$ cat src/rtl/mem_port_arbiter.sv
// rtl/mem_port_arbiter.sv - two-master round-robin arbiter for a shared req/ack memory port
module mem_port_arbiter #(
    parameter int AW      = 64,
    parameter int DW      = 64,
    parameter int TIMEOUT = 15
) (
    input  logic          clk,
    input  logic          reset,

    input  logic          m0_req,
    input  logic          m0_we,
    input  logic [AW-1:0] m0_addr,
    input  logic [DW-1:0] m0_wdata,
    output logic          m0_gnt,
    output logic          m0_done,
    output logic          m0_err,
    output logic [DW-1:0] m0_rdata,

    input  logic          m1_req,
    input  logic          m1_we,
    input  logic [AW-1:0] m1_addr,
    input  logic [DW-1:0] m1_wdata,
    output logic          m1_gnt,
    output logic          m1_done,
    output logic          m1_err,
    output logic [DW-1:0] m1_rdata,

    output logic          mem_req,
    output logic          mem_we,
    output logic [AW-1:0] mem_addr,
    output logic [DW-1:0] mem_wdata,
    input  logic [DW-1:0] mem_rdata,
    input  logic          mem_ack
);

    localparam int CW = $clog2(TIMEOUT + 1);
    localparam logic [CW-1:0] CNT_LAST = CW'(TIMEOUT - 1);
    localparam logic [CW-1:0] CNT_MAX  = CW'(TIMEOUT);

    typedef enum logic [1:0] {
        IDLE = 2'd0,
        BUSY = 2'd1,
        DONE = 2'd2
    } state_t;

    state_t        state, state_nx;
    logic          owner;
    logic          last;
    logic [CW-1:0] cnt;

    logic          grant;
    logic          grant_sel;
    logic          finish;
    logic          timed_out;

    always_comb begin
        state_nx  = state;
        grant     = 1'b0;
        grant_sel = 1'b0;
        finish    = 1'b0;
        timed_out = 1'b0;
        case (state)
            IDLE: begin
                if (m0_req || m1_req) begin
                    grant     = 1'b1;
                    // On contention the master that did not own the last transaction wins
                    grant_sel = (m0_req && m1_req) ? ~last : m1_req;
                    state_nx  = BUSY;
                end
            end
            BUSY: begin
                if (mem_ack) begin
                    finish   = 1'b1;
                    state_nx = DONE;
                end else if (cnt >= CNT_LAST) begin
                    finish    = 1'b1;
                    timed_out = 1'b1;
                    state_nx  = DONE;
                end
            end
            DONE:    state_nx = IDLE;
            default: state_nx = IDLE;
        endcase
    end

    always_ff @(posedge clk or posedge reset) begin
        if (reset) begin
            state     <= IDLE;
            owner     <= 1'b0;
            last      <= 1'b1;
            cnt       <= '0;
            m0_gnt    <= 1'b0;
            m1_gnt    <= 1'b0;
            m0_done   <= 1'b0;
            m1_done   <= 1'b0;
            m0_err    <= 1'b0;
            m1_err    <= 1'b0;
            m0_rdata  <= '0;
            m1_rdata  <= '0;
            mem_req   <= 1'b0;
            mem_we    <= 1'b0;
            mem_addr  <= '0;
            mem_wdata <= '0;
        end else begin
            state   <= state_nx;
            m0_done <= 1'b0;
            m1_done <= 1'b0;
            m0_err  <= 1'b0;
            m1_err  <= 1'b0;
            case (state)
                IDLE: begin
                    if (grant) begin
                        owner     <= grant_sel;
                        m0_gnt    <= ~grant_sel;
                        m1_gnt    <= grant_sel;
                        mem_req   <= 1'b1;
                        mem_we    <= grant_sel ? m1_we    : m0_we;
                        mem_addr  <= grant_sel ? m1_addr  : m0_addr;
                        mem_wdata <= grant_sel ? m1_wdata : m0_wdata;
                        cnt       <= '0;
                    end
                end
                BUSY: begin
                    if (!mem_ack && cnt != CNT_MAX) begin
                        cnt <= cnt + 1'b1;
                    end
                    if (finish) begin
                        mem_req <= 1'b0;
                        if (owner) begin
                            m1_done <= 1'b1;
                            m1_err  <= timed_out;
                        end else begin
                            m0_done <= 1'b1;
                            m0_err  <= timed_out;
                        end
                        // A timed-out read returns zero so stale data is never mistaken for a result
                        if (timed_out) begin
                            if (owner) m1_rdata <= '0;
                            else       m0_rdata <= '0;
                        end else if (!mem_we) begin
                            if (owner) m1_rdata <= mem_rdata;
                            else       m0_rdata <= mem_rdata;
                        end
                    end
                end
                DONE: begin
                    last   <= owner;
                    m0_gnt <= 1'b0;
                    m1_gnt <= 1'b0;
                end
                default: ;
            endcase
        end
    end

endmodule

$ cat config.mk
export PLATFORM = sky130hd
export DESIGN_NAME = mem_port_arbiter
export DESIGN_NICKNAME = d
export VERILOG_FILES = /design/src/rtl/mem_port_arbiter.sv
export SDC_FILE = /design/constraint.sdc
export NUM_CORES = 1
export LEC_CHECK = 0
export CORE_AREA = 2 2 227 229
export CTS_CLUSTER_SIZE = 14
export DETAILED_ROUTE_END_ITERATION = 10
export DIE_AREA = 0 0 229 231
export GPL_TIMING_DRIVEN = 0
export PLACE_DENSITY_LB_ADDON = 0.08
export SLEW_MARGIN = 30
export SYNTH_ARGS = -nofsm -noshare
export SYNTH_HDL_FRONTEND = slang
export SYNTH_SLANG_ARGS = --single-unit
$ cat constraint.sdc
create_clock -name clk -period 27.7 [get_ports clk]
set_input_delay 5.54 -clock clk [delete_from_list [all_inputs] [get_ports clk]]
set_output_delay 5.54 -clock clk [all_outputs]
set_load 0.005 [all_outputs]
==> summary.md, run 1 <==
| Metric | Value |
|---|---|
| First-pass GRT wire length | `~96 mm` |
| YS warnings | `0` |
| CTS H-tree depth | `2` |
| Switching Fraction | `0.3868` |
| Initial Utilization | `0.2643` |
| Power per Cell Area | `around 110 mW/mm²` |
| Gpl congestion | `about 0.88` |
| CP Launch Type | `input port` |
| Post-Syn Nets | `1839` |
| First-pass DRT Iterations | `5` |
| Share of the synthesized area in the top cell type | `0.5064` |
| FF-to-FF path depth | `5` |
| Skew-Pair Late Insertion Delay | `~0.55 ns` |
| Initial antenna violation count | `9` |
| Post-synth cell types | `39` |
| Met3 wire length | `~4.4 mm` |
| Largest net degree at the start of global routing | `between 80 and 90` |
| Synthesized area | `about 0.013 mm²` |
| P&R area growth vs syn | `59.71%` |
| Cts bufs inserted | `36` |
| # IOs | `591` |
| Net Sw Power | `899.2 µW` |
| Routed wl met2 | `32.68 mm` |
| Mean area per synthesized cell | `just under 9 µm²` |
| Leak Pwr | `between 8 and 9 nW` |
| Starting DRT DRC Count | `888` |
| Final core utilization | `0.4221` |
| Post-synth top cells | `dfrtp_1 (271), o21ai_0 (202), clkbuf_1 (133)` |
| Unrepaired setup endpoints after global routing | `false` |
| Fmax | `roughly 130 MHz` |
| Final Cycle Share | `0.2772` |
| Top layer in use | `met5` |
| Final Hold Vio Count | `0` |
| Fin crit period | `7.678 ns` |
| Post-synth top flop | `dfrtp_1` |
| EDFF count, synth | `0` |
| Crit path from | `mem_ack` |
| CP required | `~28 ns` |
| Post-CTS Setup Inserts | `0` |
| Clk sink count | `~270` |
| Flop pwr share | `0.306` |
| CTS Buffer Depth | `3` |
| Number of cell rows | `83` |
| Total congestion overflow | `0` |
| Post-route setup TNS | `0 ns` |
| Setup violations, final | `0` |
| CTS tree | `built` |
| Power, Total | `between 2 and 2.5 mW` |
| Crit-path max FO | `10` |
| Total Wirelength | `~65 mm` |
| Hold_buf cts | `0` |
| Max Cap Viol | `0` |
| Setup crit end kind | `flop` |
| Slew Limit Headroom | `0.3595` |
| Critical path class | `in2reg` |
| Worst r2r src | `state[0]` |
| Resize count post-CTS | `0` |
| Final net count | `2470` |
| Die X-Extent | `between 200 and 250 µm` |
| Syn Inst Count | `1510` |
| HP Class | `reg2reg` |
| Clock transition at path regs | `0.06 ns` |
| Clk Tree Root Cell | `clkbuf_16` |
| Max-slew violation count | `0` |
| Most frequent cell after synthesis | `dfrtp_1` |
| Floorplan core area | `0.05068 mm²` |
| # fillers | `5123` |
| Routed vias | `14.14k` |
| Dpl hpwl | `around 50 mm` |
| Area contributors post-synth | `dfrtp_1 (51%), o21ai_0 (7.5%), o31ai_1 (5.2%)` |
| Met1 wire length | `around 26 mm` |
| Crit path arrival time | `8.17 ns` |
| Peak supply drop | `about 0.000045 V` |
| Port Buf Inserts | `590` |
| Die height | `between 200 and 250 µm` |
| Post-route ant nets | `0` |
| R2R setup slack | `between 20 and 30 ns` |
| Skew final | `approximately 0.016 ns` |
| Worst-Margin Slew | `between 0.9 and 1 ns` |
| Worst setup path endpoint | `m0_rdata[58]` |
| Die area | `0.05290 mm²` |
| Layout cells sized above 1 | `0.06094` |
| Total track usage | `0.2392` |
| Residual DRC count | `0` |
| Vias in the first global route | `between 10k and 15k` |
| R2r endpoint | `m0_rdata[58]` |
| Post-synthesis sequential area ratio | `0.5083` |
| Gate power share | `0.496` |
| Largest area contributor in the netlist | `dfrtp_1` |
| Run status | `finished clean` |
| Internal power | `roughly 1.4 mW` |
| Clock power share | `0.197` |
| Post-synth ARST share | `1.000` |
| Vias per inst | `between 4 and 5` |
| FF+latch count, synth | `around 270` |
| WL/cell | `22.70 µm` |
-- worst max-delay path, stage by stage --
cell             delay (ns)
clkdlybuf4s50_1        0.48
nand4bb_1              0.46
clkbuf_1               0.59
buf_2                  0.38
clkbuf_1               0.47
a31o_2                 0.24
-- how the worst min path moves through the flow --
stage | startpoint | to | slack [ns] | cells after the start
2_1_floorplan | cnt[3] | cnt[3] | 0.46 | 1
3_3_place_gp | mem_addr[29] | mem_addr[29] | 0.49 | 2
3_5_place_dp | mem_wdata[30] | mem_wdata[30] | 0.50 | 2
4_1_cts | cnt[3] | cnt[3] | 0.51 | 1
5_1_grt | mem_wdata[30] | mem_wdata[30] | 0.54 | 2
6_report | cnt[3] | cnt[3] | 0.50 | 1
-- per-layer routing --
layer | vias to the layer above | GRT usage
met5 | - | 0
met4 | 6 | 0.07346
met3 | 74 | 0.06176
met2 | 488 | 0.4171
met1 | 6877 | 0.2886
li1 | 6691 | -
-- power by group through the flow --
stage | clock (mW) | combinational, mW | sequential [mW]
after detailed placement | 0 | 1.17 | 0.715
after global placement | 0 | 1.16 | 0.710
after global routing | 0.488 | 1.26 | 0.738
after CTS | 0.473 | 1.17 | 0.712
after floorplan | 0 | 0.494 | 0.710
final | 0.459 | 1.15 | 0.712
-- cell families (layout without fill, tap and decap cells) --
kind of cell / count (synthesis) / after routing / synth area share
other: 0 / 7 / 0
flip-flops: 272 / 272 / 0.5083
AND/OR/NAND/NOR: 410 / 410 / 0.1410
buffers and inverters: 226 / 882 / 0.06596
multiplexers: 5 / 5 / 0.004017
AO/OA/AOI/OAI: 595 / 595 / 0.2789
adder cells (fa/ha/maj): 2 / 2 / 0.001868
-- flip-flops by register name (all words and copies together) (netlist names), 2 cells and up --
signal	count
m0_rdata	64
m1_rdata	64
mem_addr	64
mem_wdata	64
cnt	4
state	2
-- cells in the final DEF (no fill, tap or decap), drive strengths merged, types with 2 or more instances in the layout --
cell type and n:
o21ai 202, nor2b 12, mux2 3, o31ai 92
dfrtp 271, a31oi 40, nand2 129, diode 7
or3b 2, or2 3, ha 2, nand2b 60
nand3 99, clkinv 4, clkbuf 189, o221ai 61
clkdlybuf4s50 590, buf 30, nor2 98, mux2i 2
a21oi 131, a22oi 6, inv 68, and2 2
a31o 58
-- per-stage QoR --
stage	std cells	worst slack [ns]	hold WS, ns	instance area (µm²)
floorplan	1510	14.67	0.4578	13390
detailed placement	2783	19.38	0.4974	20240
CTS	2846	19.98	0.5064	21370
global placement	2780	9.936	0.4930	20150
finish	2853	20.02	0.5040	21390
global route	2849	19.80	0.5378	21380
-- layout make-up --
class / instances / area [µm²] / share of cell area
Clock buffer: 56 / 1087 / 0.05083
Clock inverter: 7 / 45.04 / 0.002106
Tap cell: 680 / 850.8 / 0.03978
Multi-Input combinational cell: 1012 / 5702 / 0.2666
Timing Repair Buffer: 593 / 5988 / 0.2800
Buffer: 160 / 635.6 / 0.02972
Sequential cell: 272 / 6808 / 0.3183
Antenna cell: 7 / 17.52 / 0.0008190
Inverter: 66 / 255.2 / 0.01193
Note: power is estimated with default switching activity, not from simulation.
==> run 2: changes to the inputs <==
==> constraint.sdc (replaced) <==
create_clock -name clk -period 7.4 [get_ports clk]
set_input_delay 1.48 -clock clk [delete_from_list [all_inputs] [get_ports clk]]
set_output_delay 1.48 -clock clk [all_outputs]
set_load 0.005 [all_outputs]
==> summary.md, run 2 (synthesis gave the netlist of run 1 again) <==
| Metric | Value |
|---|---|
| Run status | `finished clean` |
| Max Cap Viol | `0 (unchanged)` |
| Floorplan core area | `0.05068 mm² (unchanged)` |
| P&R area growth vs syn | `60.78%` |
| Die X-Extent | `229 µm (unchanged)` |
| Starting DRT DRC Count | `731 (-18%)` |
| Layout cells sized above 1 | `0.06492 (+0.003975)` |
| Vias in the first global route | `14.74k (+0.020%)` |
| Slew Limit Headroom | `0.3535 (-0.006001)` |
| Crit-path max FO | `10 (unchanged)` |
| Fmax | `around 270 MHz` |
| Clock transition at path regs | `0.06 ns (about the same)` |
| Critical path class | `in2reg` |
| Worst slack, placed | `3.076 ns (-16.30 ns)` |
| Dpl hpwl | `50.27 mm (+1.3%)` |
| CTS Buffer Depth | `3 (unchanged)` |
| Max-slew violation count | `0 (unchanged)` |
| Total track usage | `0.2391 (about the same)` |
| Fin crit period | `around 3.7 ns` |
| Port Buf Inserts | `590 (unchanged)` |
| Most frequent cells in the layout | `clkdlybuf4s50_1 (590), dfrtp_1 (271), o21ai_0 (202)` |
| Routed vias | `14.30k (+1.2%)` |
| Post-route setup TNS | `0 ns (unchanged)` |
| Gate power share | `0.497 (about the same)` |
| Net Sw Power | `3.352 mW (+270%)` |
| Switching Fraction | `0.3845 (-0.002319)` |
| Skew-Pair Late Insertion Delay | `0.54 ns (about the same)` |
| Initial Utilization | `0.2643 (unchanged)` |
| Post-route ant nets | `0 (unchanged)` |
| Commonest non-fill, non-tap cell in the layout | `clkdlybuf4s50_1` |
| Post-Layout Cell Count | `2858 (+0.18%)` |
| CTS H-tree depth | `2 (unchanged)` |
| Sequence of cells on the critical path | `clkdlybuf4s50_1, a21boi_1, clkbuf_1, buf_1, a21oi_1, o31ai_1` |
| CP Launch Type | `input port` |
| First-pass GRT wire length | `96.46 mm (+0.50%)` |
| PnR worst setup slack | `3.702 ns (-16.32 ns)` |
| Hold_buf cts | `0 (unchanged)` |
| Max incr delay on CP | `0.78 ns (+0.19 ns)` |
| CP required | `7.84 ns (-20.35 ns)` |
| Power, Total | `8.718 mW (+280%)` |
| HP Class | `reg2reg` |
| Largest net degree at the start of global routing | `29 (-64%)` |
| CTS tree | `built` |
| Flop pwr share | `0.305 (about the same)` |
| Worst-Margin Slew | `0.9698 ns (+0.009001 ns)` |
| Resize count post-CTS | `0 (unchanged)` |
| Peak supply drop | `0.0001656 V (+270%)` |
| Gpl congestion | `0.8775 (-0.60%)` |
| Total Wirelength | `64.82 mm (about the same)` |
| Leak Pwr | `8.800 nW (+0.79%)` |
| Clk Tree Root Cell | `clkbuf_16` |
| Final net count | `2478 (+0.32%)` |
| Placed cells | `2791 (+0.29%)` |
| Die area | `0.05290 mm² (unchanged)` |
| Final Hold Vio Count | `0 (unchanged)` |
| Clk sink count | `272 (unchanged)` |
| Setup crit end kind | `flop` |
| # IOs | `591 (unchanged)` |
| Hold Slack | `0.5098 ns (+0.005755 ns)` |
| First-pass DRT Iterations | `6 (+1)` |
| Power per Cell Area | `404.9 mW/mm² (+270%)` |
| Vias per inst | `5.003 (+0.98%)` |
| Crit path arrival time | `4.14 ns (-4.03 ns)` |
| Unrepaired setup endpoints after global routing | `false` |
| Clock power share | `0.197 (about the same)` |
| Setup violations, final | `0 (unchanged)` |
| Total congestion overflow | `0 (unchanged)` |
| Post-CTS Setup Inserts | `0 (unchanged)` |
| Internal power | `5.366 mW (+280%)` |
| Cts bufs inserted | `36 (unchanged)` |
| Final Cycle Share | `0.4998` |
| Die height | `231 µm (unchanged)` |
| Skew final | `0.01729 ns (+0.001617 ns)` |
| CP max stage cell | `clkbuf_1` |
| WL/cell | `22.68 µm (about the same)` |
| Initial antenna violation count | `11 (+2)` |
| Number of cell rows | `83 (unchanged)` |
| Residual DRC count | `0 (unchanged)` |
## run 2: per-stage QoR
step / util / instance area, µm²
floorplan: - / 13400
global placement: 0.3977 / 20150
detailed placement: 0.4020 / 20370
CTS: 0.4246 / 21520
global route: 0.4247 / 21530
finish: 0.4249 / 21530
## run 2: critical path: cells and delay by family
family | cells | cell delay (ns)
buf+inv | 3 | 1.77
compound gates | 3 | 0.87
## run 2: final cells by class
type,count,area [µm²]
well taps,680,850.8
multi-input cells,1012,5702
flip-flops and latches,272,6808
inverters,66,251.5
diodes,6,15.01
repair buffers,601,6126
clock inverters,4,22.52
clock buffers,57,1121
plain buffers,160,636.9
fillers,5132,29150
## run 2: power by group through the flow
stage,Clock [mW],Combinational [mW],Sequential (mW)
after CTS,1.77,4.39,2.66
final,1.72,4.34,2.66
after floorplan,0,1.85,2.66
after global placement,0,4.35,2.65
after global routing,1.82,4.75,2.76
after detailed placement,0,4.37,2.67
## run 2: path summary, 6_finish.rpt
kind                         startpoint            end  slack [ns]  cells past startpoint
hold / removal             mem_addr[27]   mem_addr[27]        0.51                      2
min in group asynchronous         reset   m1_rdata[42]        1.28                      2
setup reg to reg                 mem_we   m0_rdata[60]        4.73                      5
hold reg to reg            mem_addr[27]   mem_addr[27]        0.51                      2
max in group asynchronous         reset  mem_wdata[39]        5.02                      6
setup / recovery                 m1_req    mem_addr[4]        3.70                      6
## run 2: per-layer routing
metal	up-vias	wire [µm]	share of wire	track usage
met1	6999	25910	0.40	0.2826
met5	-	82	0.0013	0
met3	100	4650	0.072	0.07065
met2	491	32500	0.50	0.4221
met4	12	1687	0.026	0.06270
li1	6697	-	-	-
